[config.mk]
export PLATFORM = sky130hd
export DESIGN_NAME = hazard_ctrl
export DESIGN_NICKNAME = d
export VERILOG_FILES = /design/src/rtl/hazard_ctrl.sv
export SDC_FILE = /design/constraint.sdc
export NUM_CORES = 1
export LEC_CHECK = 0
export ABC_AREA = 1
export BUFFER_PORTS_ARGS = -buffer_cell sky130_fd_sc_hd__buf_2
export CAP_MARGIN = 20
export CORE_MARGIN = 5
export CORE_UTILIZATION = 45
export CTS_CLUSTER_SIZE = 24
export DETAILED_ROUTE_END_ITERATION = 10
export PLACE_DENSITY = 0.71
export SYNTH_ARGS = -nofsm -noshare
export SYNTH_HDL_FRONTEND = slang
export SYNTH_SLANG_ARGS = --single-unit
export TNS_END_PERCENT = 30
[constraint.sdc]
create_clock -name clk -period 3.5 [get_ports clk]
set_clock_uncertainty 0.05 [all_clocks]
set_input_delay 0.7 -clock clk [delete_from_list [all_inputs] [get_ports clk]]
set_output_delay 0.7 -clock clk [all_outputs]
set_load 0.05 [all_outputs]
[src/rtl/hazard_ctrl.sv]
// Pipeline hazard unit: combinational stall/flush/forward decisions, plus a miss-watchdog FSM and perf counters.
// Stall/flush/forward outputs have zero latency; counters and MissTimeout update on the following clock edge.
module hazard_ctrl (
    input  logic        clk,
    input  logic        CpuRst,
    input  logic        ICacheMiss,
    input  logic        DCacheMiss,
    input  logic        BranchE,
    input  logic        JalrE,
    input  logic        JalD,
    input  logic [4:0]  Rs1D,
    input  logic [4:0]  Rs2D,
    input  logic [4:0]  Rs1E,
    input  logic [4:0]  Rs2E,
    input  logic [4:0]  RdE,
    input  logic [4:0]  RdM,
    input  logic [4:0]  RdW,
    input  logic [1:0]  RegReadD,
    input  logic [1:0]  RegReadE,
    input  logic        MemToRegE,
    input  logic [2:0]  RegWriteM,
    input  logic [2:0]  RegWriteW,
    output logic        StallF,
    output logic        StallD,
    output logic        StallE,
    output logic        StallM,
    output logic        StallW,
    output logic        FlushF,
    output logic        FlushD,
    output logic        FlushE,
    output logic        FlushM,
    output logic        FlushW,
    output logic [1:0]  Forward1E,
    output logic [1:0]  Forward2E,
    output logic [31:0] StallCycles,
    output logic [31:0] FlushEvents,
    output logic        MissTimeout
);

    localparam logic [10:0] MISS_SAT = 11'd1024;

    typedef enum logic {RUN, MISS} state_t;

    state_t      state_q, state_d;
    logic [10:0] miss_cnt_q, miss_cnt_d;
    logic        timeout_q, timeout_d;
    logic [31:0] stall_cycles_q, stall_cycles_d;
    logic [31:0] flush_events_q, flush_events_d;

    logic miss;
    logic redirect;
    logic load_use;
    logic count_flush;

    assign miss     = ICacheMiss | DCacheMiss;
    assign redirect = BranchE | JalrE;
    assign load_use = MemToRegE && (RdE != 5'd0) &&
                      (((RdE == Rs1D) && RegReadD[1]) || ((RdE == Rs2D) && RegReadD[0]));

    // Priority chain: reset > miss > redirect > load-use > jal.
    always_comb begin
        StallF      = 1'b0;
        StallD      = 1'b0;
        StallE      = 1'b0;
        StallM      = 1'b0;
        StallW      = 1'b0;
        FlushF      = 1'b0;
        FlushD      = 1'b0;
        FlushE      = 1'b0;
        FlushM      = 1'b0;
        FlushW      = 1'b0;
        count_flush = 1'b0;
        if (CpuRst) begin
            FlushF = 1'b1;
            FlushD = 1'b1;
            FlushE = 1'b1;
            FlushM = 1'b1;
            FlushW = 1'b1;
        end else if (miss) begin
            StallF = 1'b1;
            StallD = 1'b1;
            StallE = 1'b1;
            StallM = 1'b1;
            StallW = 1'b1;
        end else if (redirect) begin
            FlushD      = 1'b1;
            FlushE      = 1'b1;
            count_flush = 1'b1;
        end else if (load_use) begin
            StallF = 1'b1;
            StallD = 1'b1;
            FlushE = 1'b1;
        end else if (JalD) begin
            FlushD      = 1'b1;
            count_flush = 1'b1;
        end
    end

    function automatic logic [1:0] fwd_sel(input logic       used,
                                           input logic [4:0] rs,
                                           input logic [4:0] rd_m,
                                           input logic [2:0] we_m,
                                           input logic [4:0] rd_w,
                                           input logic [2:0] we_w);
        logic [1:0] sel;
        sel = 2'b00;
        if (used && (we_m != 3'd0) && (rd_m != 5'd0) && (rd_m == rs)) begin
            sel = 2'b10;
        end else if (used && (we_w != 3'd0) && (rd_w != 5'd0) && (rd_w == rs)) begin
            sel = 2'b01;
        end
        return sel;
    endfunction

    assign Forward1E = fwd_sel(RegReadE[1], Rs1E, RdM, RegWriteM, RdW, RegWriteW);
    assign Forward2E = fwd_sel(RegReadE[0], Rs2E, RdM, RegWriteM, RdW, RegWriteW);

    always_comb begin
        state_d    = state_q;
        miss_cnt_d = miss_cnt_q;
        timeout_d  = timeout_q;
        case (state_q)
            RUN: begin
                if (miss) begin
                    state_d    = MISS;
                    miss_cnt_d = 11'd1;
                end
            end
            MISS: begin
                if (!miss) begin
                    state_d    = RUN;
                    miss_cnt_d = 11'd0;
                end else if (miss_cnt_q != MISS_SAT) begin
                    miss_cnt_d = miss_cnt_q + 11'd1;
                end
            end
            default: begin
                state_d    = RUN;
                miss_cnt_d = 11'd0;
            end
        endcase
        // Sticky until reset once the count reaches saturation.
        if (miss_cnt_d == MISS_SAT) begin
            timeout_d = 1'b1;
        end
    end

    assign stall_cycles_d = stall_cycles_q + {31'd0, StallF};
    assign flush_events_d = flush_events_q + {31'd0, count_flush};

    always_ff @(posedge clk) begin
        if (CpuRst) begin
            state_q        <= RUN;
            miss_cnt_q     <= 11'd0;
            timeout_q      <= 1'b0;
            stall_cycles_q <= 32'd0;
            flush_events_q <= 32'd0;
        end else begin
            state_q        <= state_d;
            miss_cnt_q     <= miss_cnt_d;
            timeout_q      <= timeout_d;
            stall_cycles_q <= stall_cycles_d;
            flush_events_q <= flush_events_d;
        end
    end

    assign StallCycles = stall_cycles_q;
    assign FlushEvents = flush_events_q;
    assign MissTimeout = timeout_q;

endmodule

==> reports/metrics.yaml, run 1 <==
status: "complete, no violations"
ys_seq_area_frac: 0.331
ir_drop_mv: 0.236
hpwl_um: 10200
grt_pass1_wl_um: 21100
vias: 4795
area_delta_synth_final_pct: 20.9
p_leak_uw: 0.00260
p_int_uw: 1290
antenna_found_initial: 0
critical_path_class: "input port to register"
final_core_util: 0.551
h-tree-depth: 3
postCtsSetupRepairBufs: 0
grt_start_max_net_pins: 32
ant_nets: 0
seqPwrFrac: 0.491
wl_um: 12700
worstPathCellList: "buf_2 -> inv_1 -> nand2_1 -> o21ai_0 -> nor2_1 -> nand3_1 -> nand2_1 -> nand2_1 -> nand2_1 -> nand2_1 -> nand2_1 -> nor2_1 -> ha_1 -> ha_1 -> nand2_1 -> nor2_2 -> nand2_1 -> inv_2 -> nand3_2 -> nor2_4 -> nand2_4 -> nor4_1 -> nor2_1"
path_delay_family: "simple AND/OR/NAND/NOR gates"
nets: 869
end_kind: "register"
ios: 132
worst_pin_slew_ns: 0.373
netlist_instances: 680
crit_path_max_fanout: 6
critPathSlowestCell: "nor4_1"
max_freq_ghz: 0.347
synth-seq-cells: 77
drtIter0Drc: 214
firstDrtPassIters: 5
start_kind: "input port"
yosysWarnings: 0
fillers: 1016
path_buf_inv: 3
numCtsBuffers: 9
required_ns: 3.70
p_clk_frac: 0.400
cts_tree: "yes"
switching_share: 0.283
clock_path_buffers: 2
die_y_um: 112
routed_via_density: 5.05
cts_hold_buf: 0
combPwrFrac: 0.109
placed_cell_area_um2: 5430
finalHoldViolCount: 0
p_switching_uw: 511
overflow: 0
min_period_over_period: 0.824
drive_above_1_share: 0.251
port-buffer-count: 131
finalSetupViolCount: 0
drv_slew: 0
cts_resized: 0
synthArstFlopShare: 0
gp_congestion: 0.885
critPathMostFrequentCell: "nand2_1"
min_path_type: "register to register"
die_w_um: 112
syn_avg_cell_area_um2: 6.86
core_area_um2: 10200
grt_pass1_vias: 4617
worstPathArrival_ns: 3.09
final_cells: 950
drcViolationCount: 0
power_density_nw_per_um2: 320
synth_nets: 740
synth.distinct_cells: 43
rows: 37
synth_edf_count: 0
cts_root_buffer: "clkbuf_8"
initial_utilization: 0.456
cts_sinks: 77
min_period_ns: 2.89
antenna_cells: 0
fp.dieArea_um2: 12500
slew_headroom: 0.751
clk_pin_slew_worst_paths_ns: 0.09
ys.flop_type: "dfxtp_1"
ff_latch_area_um2: 1540
multi_input_area_um2: 2670
post-place-cells: 934
rsz0062_at_grt: "no"
grt_usage: 0.201
cp_slowest_stage_delay_ns: 0.19
routedWlPerCell_um: 13.4
finalInstanceArea_um2: 5640
setup_tns_ns: 0
clock_latency_ns: 0.37
synth_area_um2: 4660
max-cap-violations: 0
[per-stage QoR]
| step | power, uW | hold WS, ns | worst slack, ns |
|---|---|---|---|
| finish | 1810 | 0.405 | 0.615 |
| global route | 1880 | 0.450 | 0.284 |
| CTS | 1820 | 0.405 | 0.637 |
| detailed placement | 1100 | 0.392 | 0.269 |
| global placement | 1100 | 0.389 | 0.348 |
| floorplan | 1030 | 0.440 | 0.112 |
[state kept, by name, indices dropped and copies added (netlist names)]
name and count:
StallCycles 32, MissTimeout 1, miss_cnt_q 11, state_q 1
FlushEvents 32
[cell usage after synthesis (9+ instances only)]
| master | instances | share of area |
|---|---|---|
| inv_2 | 10 | 0.0081 |
| nor3_1 | 31 | 0.033 |
| nor2_1 | 84 | 0.068 |
| nand3_1 | 44 | 0.047 |
| xor2_1 | 18 | 0.034 |
| dfxtp_1 | 77 | 0.33 |
| nor2_2 | 9 | 0.012 |
| inv_1 | 86 | 0.069 |
| nand4_1 | 21 | 0.028 |
| nand2_1 | 128 | 0.10 |
| a21oi_1 | 43 | 0.046 |
| o21ai_0 | 23 | 0.025 |
| xnor2_1 | 14 | 0.026 |
[placed cells by master (no fill, tap or decap), drive strengths merged, types with 3 or more instances in the layout]
cell and n:
xor2 18, nor2 100, ha 7, xnor2 14
nor3 39, nor4 4, nand4 21, dfxtp 77
a21oi 43, o21bai 3, nand3 50, o21ai 26
o22ai 4, o21a 5, clkbuf 9, or2 6
nor3b 4, nand2 135, inv 101, buf 134
[logic make-up after synthesis]
family,share of synthesized area
compound gates,0.103
xor+xnor,0.0601
fa+ha+maj,0.0188
buf+inv,0.0974
flops,0.331
simple gates,0.390
[per-layer routing]
metal,up-vias,GRT usage,wire length (um)
li1,2470,-,-
met1,2163,0.247,5520
met2,139,0.347,6170
met3,23,0.0375,711
met4,0,0.0754,317
met5,-,0,0
[path summary, 6_finish.rpt]
check                                                  end                 startpoint  cells past startpoint  slack, ns
worst min-delay path              MissTimeout$_SDFFE_PP0N_   MissTimeout$_SDFFE_PP0N_                      2       0.41
worst max-delay path            FlushEvents[28]$_SDFF_PP0_                     RdE[1]                     23       0.61
worst min register to register    MissTimeout$_SDFFE_PP0N_   MissTimeout$_SDFFE_PP0N_                      2       0.41
worst max register to register  FlushEvents[28]$_SDFF_PP0_  FlushEvents[0]$_SDFF_PP0_                     11       1.55
[power groups by stage]
stage / clock (uW) / combinational [uW] / sequential, uW
after floorplan: 0 / 117 / 916
after global placement: 0 / 192 / 906
after detailed placement: 0 / 195 / 907
after CTS: 738 / 196 / 886
after global routing: 775 / 214 / 887
final: 723 / 197 / 886
[layout make-up]
type	count	area share
multi-input combinational	490	0.474
sequential	77	0.273
timing repair buffer	134	0.120
inverter	97	0.0646
tap	136	0.0302
clock buffer	9	0.0220
clock inverter	7	0.0155
[worst min-delay path, stage by stage, from the launching register on]
cell     delay (ns)
dfxtp_1        0.32
nand2_1        0.06
nand2_1        0.04
(Power assumes the default switching activity.)
==> run 2, diff against run 1 <==
Settings changed: PLACE_DENSITY 0.71 to 0.73.
Clock period 3.5 ns to 2.5 ns, I/O delays scaled along.
==> reports/metrics.yaml, run 2 (synthesized netlist as in run 1, its figures left out) <==
ir_drop_mv: 0.209
required_ns: 2.71
ios: 132
core_area_um2: 10200
cts_tree: "yes"
area_delta_synth_final_pct: 33.5
clock_latency_ns: 0.35
multi_input_area_um2: 2940
min_path_type: "register to register"
finalHoldViolCount: 0
violations: "negative setup slack"
end_kind: "register"
numCtsBuffers: 9
final_cells: 987
setup_tns_ns: -0.0749
post-place-cells: 965
clock_path_buffers: 2
critical_path_class: "input port to register"
grt_pass1_wl_um: 22000
final_common_cell: "buf_2"
ff_latch_area_um2: 1540
grt_start_max_net_pins: 34
drcViolationCount: 0
layout_common_cells: "buf_2 (125), nand2_1 (118), inv_1 (84), nor2_1 (78), dfxtp_1 (77)"
hold_slack_ns: 0.411
clk_pin_slew_worst_paths_ns: 0.08
fillers: 916
cts_root_buffer: "clkbuf_8"
hpwl_um: 10400
drive_above_1_share: 0.333
cts_sinks: 77
antenna_found_initial: 0
gp_congestion: 0.915
cp_slowest_stage_delay_ns: 0.19
routedWlPerCell_um: 13.7
reg2reg_slack_ns: 0.57
die_w_um: 112
power_density_nw_per_um2: 396
vias: 5027
initial_utilization: 0.456
port-buffer-count: 131
ant_nets: 0
grt_pass1_vias: 4866
drtIter0Drc: 204
h-tree-depth: 3
worstPathArrival_ns: 2.76
grt_usage: 0.209
critPathMostFrequentCell: "nand2_1"
min_period_ns: 2.55
p_leak_uw: 0.00284
die_y_um: 112
fp.dieArea_um2: 12500
max_freq_ghz: 0.392
finalSetupViolCount: 4
status: "finished with violations"
routed_via_density: 5.09
firstDrtPassIters: 4
drv_slew: 0
min_period_over_period: 1.02
wl_um: 13600
max-cap-violations: 0
power.total_uw: 2460
rows: 37
critPathSlowestCell: "nor2_4"
worst_pin_slew_ns: 0.376
cts_hold_buf: 0
overflow: 0
setup_ws_ns: -0.0521
place_ws_ns: -0.471
crit_path_max_fanout: 5
rsz0062_at_grt: "yes"
start_kind: "input port"
nets: 906
antenna_cells: 0
slew_headroom: 0.749
-- run 2: power breakdown --
group	switching (uW)	leakage, uW	internal, uW
Clock	489	0.0000917	415
Combinational	199	0.00213	116
Sequential	10.6	0.000621	1230
-- run 2: final timing paths --
check	cells after the start	endpoint	startpoint
setup / recovery	25	FlushEvents[29]$_SDFF_PP0_	RdE[1]
hold / removal	2	MissTimeout$_SDFFE_PP0N_	MissTimeout$_SDFFE_PP0N_
setup reg to reg	12	FlushEvents[26]$_SDFF_PP0_	FlushEvents[0]$_SDFF_PP0_
hold reg to reg	2	MissTimeout$_SDFFE_PP0N_	MissTimeout$_SDFFE_PP0N_
-- run 2: metal layers --
metal,global-route usage,part of all wire,vias to the layer above
met1,0.244,0.40,2302
met3,0.0353,0.051,34
met5,0,0,-
met2,0.375,0.51,148
met4,0.0925,0.034,0
li1,-,-,2543
-- run 2: layout make-up --
type / instances / area share
repair buffers: 171 / 0.161
clock inverters: 5 / 0.00543
multi-input cells: 490 / 0.473
flip-flops and latches: 77 / 0.248
well taps: 136 / 0.0273
inverters: 97 / 0.0609
clock buffers: 11 / 0.0243
-- run 2: what timing repair did --
item	CTS	global route
pin swaps	0	31
resized for setup	9	58
setup buffers	0	6
setup endpoints to repair	9	33
-- run 2: worst max-delay path: cells and delay by family --
family                     cells  cell delay, ns
and+or+nand+nor               19            1.71
buffers and inverters          4            0.34
adders and majority gates      1            0.12
AOI/OAI and AO/OA              1            0.09
-- run 2: stage by stage --
step                 util  instance area, um^2
finish              0.608                 6220
global route        0.608                 6220
CTS                 0.579                 5930
detailed placement  0.560                 5730
global placement    0.560                 5730
floorplan               -                 4730
==> run 3, diff against run 2 <==
Clock period 2.5 ns to 2 ns, I/O delays scaled along.
==> reports/metrics.yaml, run 3 (synthesized netlist as in run 1, its figures left out) <==
ant_nets: 0
met1Wirelength_um: 5820
hpwl_um: 10400
grt_pass1_vias: 5041
vias: 5185
max_freq_ghz: 0.402
critical_path.startpoint: "RdE[2]"
die_w_um: 112
fp.dieArea_um2: 12500
r2r-start: "FlushEvents[0]$_SDFF_PP0_"
dr_wl_met2_um: 7340
clock_latency_ns: 0.35
p_int_uw: 2300
slew_headroom: 0.731
setup_ws_ns: -0.491
place_ws_ns: -0.903
drv_slew: 0
clk_pin_slew_worst_paths_ns: 0.08
p_clk_frac: 0.376
cp_slowest_stage_delay_ns: 0.23
setup_tns_ns: -16.50
status: "finished with violations"
final_common_cell: "buf_2"
crit_path_max_fanout: 3
end_kind: "output port"
rows: 37
finalHoldViolCount: 0
rsz0062_at_grt: "yes"
h-tree-depth: 3
min_path_type: "input port to register"
drtIter0Drc: 263
p_leak_uw: 0.00304
cts_sinks: 77
worstPathArrival_ns: 2.04
routed_via_density: 5.17
max-cap-violations: 0
ff2ff_path_depth: 12
routedWlPerCell_um: 14.3
port-buffer-count: 131
required_ns: 1.55
cts_tree: "yes"
overflow: 0
reg2reg_slack_ns: 0.07
min_period_ns: 2.49
area_delta_synth_final_pct: 39.8
violations: "negative setup slack"
drive_above_1_share: 0.355
final_core_util: 0.637
ir_drop_mv: 0.306
power_density_nw_per_um2: 483
seqPwrFrac: 0.493
numCtsBuffers: 9
post-place-cells: 967
grt_usage: 0.213
finalSetupViolCount: 58
die_y_um: 112
critPathSlowestCell: "buf_4"
hold_slack_ns: 0.428
core_area_um2: 10200
critical_path_class: "input port to output port"
grt_start_max_net_pins: 52
wl_um: 14400
worstPathCellList: "buf_2 -> xor2_1 -> nor2_1 -> nand3_1 -> nand2_1 -> nand2_1 -> buf_4 -> buf_4 -> buf_6 -> buf_6 -> buf_6 -> a31oi_1 -> buf_4"
firstDrtPassIters: 5
nets: 923
switching_share: 0.271
worstSetupEndpoint: "FlushE"
wl_met3_um: 800
antenna_found_initial: 0
drcViolationCount: 0
clock_path_buffers: 2
gp_congestion: 0.917
grt_pass1_wl_um: 22400
cts_hold_buf: 0
start_kind: "input port"
combPwrFrac: 0.131
ios: 132
antenna_cells: 0
layout_common_cells: "buf_2 (121), nand2_1 (120), inv_1 (82), dfxtp_1 (77), nor2_1 (75)"
final_cells: 1002
cts_root_buffer: "clkbuf_8"
initial_utilization: 0.456
p_switching_uw: 853
worst_pin_slew_ns: 0.403
min_period_over_period: 1.25
top_layer: "met4"
rr_endpoint: "FlushEvents[24]$_SDFF_PP0_"
[run 3: cell types whose count changed in the layout (fill, tap and decap cells not counted), moves of 4 or more]
cell / before / now
nor2_4: 12 / 16
o21ai_1: 8 / 13
nand3_4: 5 / 9
buf_4: 38 / 49
buf_6: 7 / 13
buf_2: 125 / 121
o21ai_0: 17 / 10
nor3_4: 1 / 5
nand2_2: 13 / 8
[run 3: per-stage QoR]
step / instance area [um^2] / power, uW
after global routing: 6520 / 3270
after global placement: 5740 / 1940
after CTS: 6280 / 3150
after detailed placement: 5740 / 1950
after floorplan: 4730 / 1820
final: 6520 / 3150
[run 3: metal layers]
layer	global-route usage	up-vias
met1	0.247	2401
met2	0.387	182
met5	0	-
li1	-	2567
met4	0.0795	0
met3	0.0391	35
[run 3: area by class of cell]
type                    instances  area (um^2)
flip-flops and latches         77         1540
fillers                       885         3710
clock inverters                 4         48.8
well taps                     136          170
inverters                      97          389
clock buffers                  10          138
multi-input cells             490         3040
repair buffers                188         1190
[run 3: power by group through the flow]
stage / Combinational, uW / Clock [uW] / Sequential [uW]
after floorplan: 212 / 0 / 1600
after global placement: 352 / 0 / 1590
after detailed placement: 363 / 0 / 1590
after CTS: 395 / 1200 / 1550
after global routing: 445 / 1270 / 1550
final: 412 / 1190 / 1550
[run 3: worst min path at each step]
stage | depth (start not counted) | from | slack, ns | endpoint
5_1_grt | 3 | CpuRst | 0.44 | FlushEvents[1]$_SDFF_PP0_
3_3_place_gp | 2 | MissTimeout$_SDFFE_PP0N_ | 0.41 | MissTimeout$_SDFFE_PP0N_
6_report | 3 | CpuRst | 0.43 | FlushEvents[0]$_SDFF_PP0_
3_5_place_dp | 2 | MissTimeout$_SDFFE_PP0N_ | 0.42 | MissTimeout$_SDFFE_PP0N_
4_1_cts | 3 | CpuRst | 0.41 | FlushEvents[1]$_SDFF_PP0_
2_1_floorplan | 2 | miss_cnt_q[10]$_SDFF_PP0_ | 0.44 | miss_cnt_q[10]$_SDFF_PP0_
[run 3: worst max-delay path, delay by kind of cell]
| family | cells | cell delay [ns] |
|---|---|---|
| AO/OA/AOI/OAI | 1 | 0.19 |
| AND/OR/NAND/NOR | 4 | 0.37 |
| XOR/XNOR | 1 | 0.16 |
| buffers and inverters | 7 | 0.91 |
[run 3: timing repair]
action	4_1_cts	5_1_grt
gates resized for setup	71	47
buffers inserted	15	9
setup endpoints to repair	59	66
hold endpoints to repair	0	0
pin swaps	31	30
